==> src/rtl/single_step_ctrl_if.sv <==
// Signal bundle between the step controller, the switch debouncer and the CPU.
// The controller takes the master side; the debouncer/CPU side takes slave.
interface single_step_ctrl_if;
  logic       stable_sw7;
  logic       run_mode;
  logic       cpu_ack;
  logic       cpu_en;
  logic       busy;
  logic [7:0] step_count;
  logic       timeout_err;

  modport master (
    input  stable_sw7,
    input  run_mode,
    input  cpu_ack,
    output cpu_en,
    output busy,
    output step_count,
    output timeout_err
  );

  modport slave (
    output stable_sw7,
    output run_mode,
    output cpu_ack,
    input  cpu_en,
    input  busy,
    input  step_count,
    input  timeout_err
  );
endinterface

==> src/rtl/single_step_ctrl.sv <==
// Turns each clean 0->1 press of the step switch into exactly one acknowledged
// CPU step, followed by a hold-off; also offers a free-run mode.
module single_step_ctrl #(
  parameter int unsigned HOLDOFF_CYCLES = 4,
  parameter int unsigned TIMEOUT_CYCLES = 1024
) (
  input  logic               clk,
  input  logic               reset,
  single_step_ctrl_if.master bus
);

  typedef enum logic [1:0] {
    IDLE    = 2'd0,
    STEP    = 2'd1,
    HOLDOFF = 2'd2,
    RUN     = 2'd3
  } state_t;

  localparam logic [19:0] HOLD_LAST = 20'(HOLDOFF_CYCLES - 1);
  localparam logic [19:0] TO_LAST   = 20'(TIMEOUT_CYCLES - 1);

  state_t      state_reg;
  logic [19:0] cnt_reg;
  logic        sw_q;
  logic        press;

  // sw_q resets high so a switch already held at reset release never steps.
  assign press = bus.stable_sw7 & ~sw_q;

  always_ff @(posedge clk or posedge reset) begin
    if (reset) begin
      state_reg       <= IDLE;
      cnt_reg         <= '0;
      sw_q            <= 1'b1;
      bus.cpu_en      <= 1'b0;
      bus.busy        <= 1'b0;
      bus.step_count  <= 8'd0;
      bus.timeout_err <= 1'b0;
    end else begin
      sw_q <= bus.stable_sw7;
      case (state_reg)
        IDLE: begin
          if (bus.run_mode) begin
            state_reg  <= RUN;
            bus.cpu_en <= 1'b1;
            bus.busy   <= 1'b0;
          end else if (press) begin
            state_reg  <= STEP;
            cnt_reg    <= '0;
            bus.cpu_en <= 1'b1;
            bus.busy   <= 1'b1;
          end
        end
        STEP: begin
          // An ack landing on the timeout cycle still counts as a good step.
          if (bus.cpu_ack) begin
            state_reg      <= HOLDOFF;
            cnt_reg        <= '0;
            bus.step_count <= bus.step_count + 8'd1;
            bus.cpu_en     <= 1'b0;
            bus.busy       <= 1'b1;
          end else if (cnt_reg == TO_LAST) begin
            state_reg       <= IDLE;
            bus.timeout_err <= 1'b1;
            bus.cpu_en      <= 1'b0;
            bus.busy        <= 1'b0;
          end else begin
            cnt_reg <= cnt_reg + 20'd1;
          end
        end
        HOLDOFF: begin
          if (cnt_reg == HOLD_LAST) begin
            state_reg <= IDLE;
            bus.busy  <= 1'b0;
          end else begin
            cnt_reg <= cnt_reg + 20'd1;
          end
        end
        RUN: begin
          if (!bus.run_mode) begin
            state_reg  <= IDLE;
            bus.cpu_en <= 1'b0;
          end
        end
        default: begin
          state_reg  <= IDLE;
          bus.cpu_en <= 1'b0;
          bus.busy   <= 1'b0;
        end
      endcase
    end
  end

endmodule

==> src/flat_wrapper.sv <==
// flat-port wrapper written by rule: the top's interface ports become plain ports
module single_step_ctrl_flat 
#(
  parameter int unsigned HOLDOFF_CYCLES = 4,
  parameter int unsigned TIMEOUT_CYCLES = 1024
)
  (clk, reset, bus_stable_sw7, bus_run_mode, bus_cpu_ack, bus_cpu_en, bus_busy, bus_step_count, bus_timeout_err);
  single_step_ctrl_if bus_i ();
  input  logic clk;
  input  logic reset;
  input wire logic [$bits(bus_i.stable_sw7)-1:0] bus_stable_sw7;
  input wire logic [$bits(bus_i.run_mode)-1:0] bus_run_mode;
  input wire logic [$bits(bus_i.cpu_ack)-1:0] bus_cpu_ack;
  output wire logic [$bits(bus_i.cpu_en)-1:0] bus_cpu_en;
  output wire logic [$bits(bus_i.busy)-1:0] bus_busy;
  output wire logic [$bits(bus_i.step_count)-1:0] bus_step_count;
  output wire logic [$bits(bus_i.timeout_err)-1:0] bus_timeout_err;
  assign bus_i.stable_sw7 = bus_stable_sw7;
  assign bus_i.run_mode = bus_run_mode;
  assign bus_i.cpu_ack = bus_cpu_ack;
  assign bus_cpu_en = bus_i.cpu_en;
  assign bus_busy = bus_i.busy;
  assign bus_step_count = bus_i.step_count;
  assign bus_timeout_err = bus_i.timeout_err;
  single_step_ctrl #(.HOLDOFF_CYCLES(HOLDOFF_CYCLES), .TIMEOUT_CYCLES(TIMEOUT_CYCLES)) u_core (.clk(clk), .reset(reset), .bus(bus_i));
endmodule
==> config.mk <==
export PLATFORM = sky130hd
export DESIGN_NAME = single_step_ctrl_flat
export DESIGN_NICKNAME = d
export VERILOG_FILES = /design/src/rtl/single_step_ctrl_if.sv /design/src/rtl/single_step_ctrl.sv /design/src/flat_wrapper.sv
export SDC_FILE = /design/constraint.sdc
export NUM_CORES = 1
export LEC_CHECK = 0
export BUFFER_PORTS_ARGS = -buffer_cell sky130_fd_sc_hd__buf_2
export CAP_MARGIN = 10
export CORE_UTILIZATION = 30
export DETAILED_ROUTE_END_ITERATION = 8
export PLACE_DENSITY_LB_ADDON = 0.08
export SETUP_SLACK_MARGIN = 0.02
export SYNTH_ARGS = -nofsm -noshare
export SYNTH_HDL_FRONTEND = slang
export SYNTH_SLANG_ARGS = --single-unit
==> constraint.sdc <==
create_clock -name clk -period 2.75 [get_ports clk]
set_input_delay 0.275 -clock clk [delete_from_list [all_inputs] [get_ports clk]]
set_output_delay 0.275 -clock clk [all_outputs]
set_load 0.005 [all_outputs]
== Yosys cells after proc, flatten, opt, wreduce, memory -nomap -nowiden ==
Cells that the tools add are included.

* Add/subtract/negate cells: 2
* Equal/unequal tests: 13
* Mux-type cells: 23
* Bitwise operators: 3
* Reduce and logical (&&, ||, !) cells: 9

{| class="wikitable"
|+ Operators by type and width
! kind !! number
|-
| $mux 20 || 5
|-
| $pmux 20 s3 || 1
|-
| $add 20x1->20 const B || 1
|-
| $eq 20x10->1 const B || 1
|-
| $eq 20x2->1 const B || 1
|-
| $mux 2 || 6
|-
| $reduce_and 4->1 || 3
|-
| $add 8x1->8 const B || 1
|-
| $mux 1 || 8
|-
| $pmux 2 s4 || 1
|-
| $ne 2x2->1 const B || 3
|-
| $ne 3x2->1 const B || 2
|-
| $pmux 1 s3 || 2
|-
| $reduce_bool 3->1 || 2
|-
| $reduce_and 5->1 || 1
|-
| $eq 2x2->1 const B || 2
|-
| $ne 2x1->1 const B || 2
|-
| $ne 3x3->1 const B || 1
|-
| $reduce_and 3->1 || 1
|-
| $eq 2x1->1 const B || 1
|-
| $logic_not 2->1 || 1
|-
| $not 1->1 || 2
|-
| $reduce_and 2->1 || 1
|-
| $and 1x1->1 || 1
|}

* Bits in registers: 34
* Bits of input ports: 5
* Output and inout bits: 11
* Logic and storage cells: 57

== Longest topological paths before layout ==
* Depth after elaboration: 5
* Mapped depth: 9
* Mapped depth without buffers: 7

== Worst setup path after synthesis ==
OpenSTA, ideal clock, no wires.

* Path type: register to register
* Start point: register u_core.cnt_reg[14]
* End point: register u_core.cnt_reg[10]
* Arrival time: 1.989 ns
* Data required time: 2.616 ns
* Setup slack: 0.627 ns
* Stages on the path, launching flop included: 9
* Cell sequence: dfrtp_1 > or4_4 > nor4_4 > and4_1 > buf_4 > or3_1 > buf_4 > buf_6 > o31ai_2

* Longest elaborated chain between the ends: 3

{| class="wikitable"
|+ Ends and longest elaborated chain
! item !! line !! text
|-
| start: declaration || single_step_ctrl.sv:23 || <nowiki>logic [19:0] cnt_reg;</nowiki>
|-
| start signal: assignment || single_step_ctrl.sv:68 || <nowiki>cnt_reg <= cnt_reg + 20'd1;</nowiki>
|-
| start signal: assignment || single_step_ctrl.sv:76 || <nowiki>cnt_reg <= cnt_reg + 20'd1;</nowiki>
|-
| $eq 20x10->1 / $eq 20x2->1 (equally long branches) || single_step_ctrl.sv:62, single_step_ctrl.sv:72 ||
|-
| $ne 3x3->1 (no line) / $ne 2x2->1 (equally long branches) || - ||
|-
| $reduce_and 5->1 (no line) (*) || - ||
|}

Mark *: on every way between the ends. The rest lies on a longest branch, timed or not.
A chain may end at the register's enable or synchronous reset.

== Worst setup path after layout ==
* Start point: register u_core.cnt_reg[12]
* End point: register u_core.cnt_reg[19]

* Longest elaborated chain between the ends: 4

{| class="wikitable"
|+ Ends and longest elaborated chain
! item !! line !! text
|-
| $add 20x1->20 || single_step_ctrl.sv:68, single_step_ctrl.sv:76 ||
|-
| $mux 20 || single_step_ctrl.sv:62 || <nowiki>end else if (cnt_reg == TO_LAST) begin</nowiki>
|-
| $mux 20 || single_step_ctrl.sv:56 || <nowiki>if (bus.cpu_ack) begin</nowiki>
|-
| $pmux 20 s3 || single_step_ctrl.sv:41 || <nowiki>case (state_reg)</nowiki>
|}

Parallel ways exist; a longest one is shown, timed or not. The select of a mux whose other input is x is not followed.

==> flow_summary_export.csv <==
group,metric,value,unit
outcome,outcome,"completed",
run,max_cap_viol_count,0,
drt,postRouteAntennaNets,0,
die,fp-row-count,29,
cts,path_clk_slew,0.07,ns
global_routing,grt_first_pass_wirelength,8200,um
yosys,ys.flop_type,"dfrtp_1",
yosys,synth_area,0.00199,sq mm
finish,n_antenna_cell,0,
finish,nNetsFinal,238,
critical_path,endpoint_kind,"register",
pwr,pwr_density_cell,759,mW/mm^2
critical_path,reg2reg_from,"u_core.cnt_reg[12]",
global_routing,grt_pass1_vias,1693,
cts,cts_sinks,34,
cts,cts_buffers,5,
critical_path,start_kind,"register",
finish,drive_above_1_share,0.203,
placed_design,globalplace.congestion,0.817,
die,die_x,83.4,um
cts,clockBufferDepth,2,
pwr,vdd_drop_max,0.505,mV
cts,htreeDepth,2,
cts,clkLatencyLatePin,0.29,ns
cts,cts_tree,"done",
yosys,yosysSeqAreaShare,0.429,
critical_path,crit_slowest_cell,"or4_1",
yosys,postSynthCellCount,203,
yosys,synth_top_cell_area_share,0.416,
sta,worst_pin_slew,0.648,ns
sta,relSlewSlack,0.568,
yosys,synth_warnings,0,
global_routing,grt_max_degree,20,
critical_path,worstPathMaxFanout,10,
yosys,synth_commonest_cells,"dfrtp_1, nand2_1, o31ai_1, nor2_1, nand3_1",
global_routing,grt.overflow.total,0,
drt,drt_iter0_markers,43,
critical_path,worstPathArrival,2.49,ns
critical_path,slowest_delay,0.60,ns
critical_path,critical_path_required,2.91,ns
yosys,synth_area_leader_cell,"dfrtp_1",
sta,fmax,428,MHz
yosys,syn-num-nets,215,
die,core_area,0.00639,sq mm
die,ios,16,
cts,post-cts-setup-buffers,0,
global_routing,antenna_found_initial,0,
critical_path,path_cells,"or4_1, nor4_4, a41o_1, or3_1, buf_4, o31ai_1",
drt,wire_per_inst,15.8,um
drt,dr.pass1.iters,4,
yosys,synth_edf_count,0,
hold_path,min-delay-path-class,"primary input to async pin",
drt,via_per_inst,5.57,
sta,maxSlewViolCount,0,
sta,finalCritPeriodShare,0.850,
placed_design,dp_hpwl,3440,um
critical_path,reg2reg_slack,0.41,ns
critical_path,worstSetupPathType,"register to register",
placed_design,pre_cts_ws,0.430,ns
cts,root_buffer,"clkbuf_8",
sta,fin_crit,2.34,ns
yosys,synth.most_common_cell,"dfrtp_1",
sta,final.setup.tns,0,ns
finish,largest_reg_flops,20,
die,start_util,0.311,
die,die_h,83.4,um
drt,wl,4810,um
global_routing,track_usage,0.147,
drt,remaining_drc_errors,0,
sta,setup_viol,0,
die,die_area,0.00695,sq mm
yosys,synthTopCellsByArea,"dfrtp_1, o31ai_1, ha_1",
yosys,yosysUniqueCellTypes,48,
finish,areaGrowthSynthToFinish,14.6,%
sta,finalClockSkew,0.00724,ns
sta,rsz0062_at_grt,"no",
sta,finalHoldViolCount,0,
cts,cts_hold_buf,0,
yosys,avgSynthCellArea,9.79,sq um
placed_design,numPortBuffers,15,
critical_path,r2r.worst_path.cells,6,
sta,setup_ws,0.412,ns
yosys,ys_ff_latch,34,
cts,cts_resized,0,
finish,n_fill_cell,634,
drt,vias,1692,
yosys,synthArstFlopShare,1.00,
pwr,p_leak,1.06,nW
critical_path,worstReg2RegEnd,"u_core.cnt_reg[19]",
-- report_power, final --
part | switching, W | leakage (nW) | internal (W)
Combinational | 0.000402 | 0.560 | 0.000297
Clock | 0.000189 | 0.0482 | 0.000202
Sequential | 0.0000668 | 0.456 | 0.000571
-- through the flow --
step                      hold WS [ns]  power (W)  instance area [sq um]  utilization  cells
after global placement           0.386    0.00133                   2190        0.342    296
after detailed placement         0.395    0.00134                   2190        0.342    296
after CTS                       0.0843    0.00174                   2280        0.357    304
after floorplan                  0.279    0.00113                   1990            -    203
final                           0.0645    0.00173                   2280        0.357    304
after global routing            0.0897    0.00186                   2280        0.357    304
-- cell usage in the layout, fill, tap and decap left out, types with 4 or more instances in the layout --
cell type	n
dfrtp_1	33
nand2_1	17
o31ai_1	15
buf_2	15
nor2_1	14
nand3_1	13
buf_4	11
a21oi_1	7
ha_1	7
clkbuf_8	6
nor3_1	5
o21ai_0	5
o21ai_1	5
and3_1	5
inv_1	5
o31ai_2	5
nand4_1	4
a31oi_1	4
xnor2_1	4
-- logic make-up (layout without fill, tap and decap cells) --
| kind of cell | after synthesis | count (layout) | synth area share |
|---|---|---|---|
| multiplexers | 4 | 4 | 0.0227 |
| XOR/XNOR | 7 | 7 | 0.0309 |
| flip-flops | 34 | 34 | 0.429 |
| adder cells (fa/ha/maj) | 7 | 7 | 0.0441 |
| buffers and inverters | 15 | 39 | 0.0372 |
| AO/OA/AOI/OAI | 59 | 59 | 0.230 |
| AND/OR/NAND/NOR | 77 | 77 | 0.206 |
-- per-layer routing --
metal	routed length (um)	vias up	track usage	share of wire
met2	2270	32	0.250	0.47
met1	2320	840	0.187	0.48
met4	53	0	0.0423	0.011
met3	162	5	0.0328	0.034
met5	0	-	0	0
li1	-	815	-	-
-- worst max path at each step --
stage | start | to | slack, ns
after floorplan | u_core.cnt_reg[14] | u_core.cnt_reg[10] | 0.63
after global placement | bus_run_mode | u_core.cnt_reg[14] | 0.45
after detailed placement | bus_run_mode | u_core.cnt_reg[5] | 0.43
after CTS | u_core.cnt_reg[12] | u_core.cnt_reg[19] | 0.42
after global routing | u_core.cnt_reg[12] | u_core.cnt_reg[19] | 0.32
final | u_core.cnt_reg[12] | u_core.cnt_reg[19] | 0.41
-- critical path, delay by kind of cell, from the launching register on --
kind	cells	cell delay [ns]
and+or+nand+nor	3	1.03
DFF	1	0.46
buffers and inverters	1	0.20
AOI/OAI and AO/OA	2	0.53
-- final cells by class --
class                   instances  area, sq um  area share
well taps                      77         96.3      0.0423
multi-input cells             154         1060       0.466
inverters                       5         18.8     0.00824
repair buffers                 26          158      0.0692
clock inverters                 1         5.00     0.00220
flip-flops and latches         34          852       0.374
clock buffers                   7         86.3      0.0379
Power figures use the tool's default switching activity.
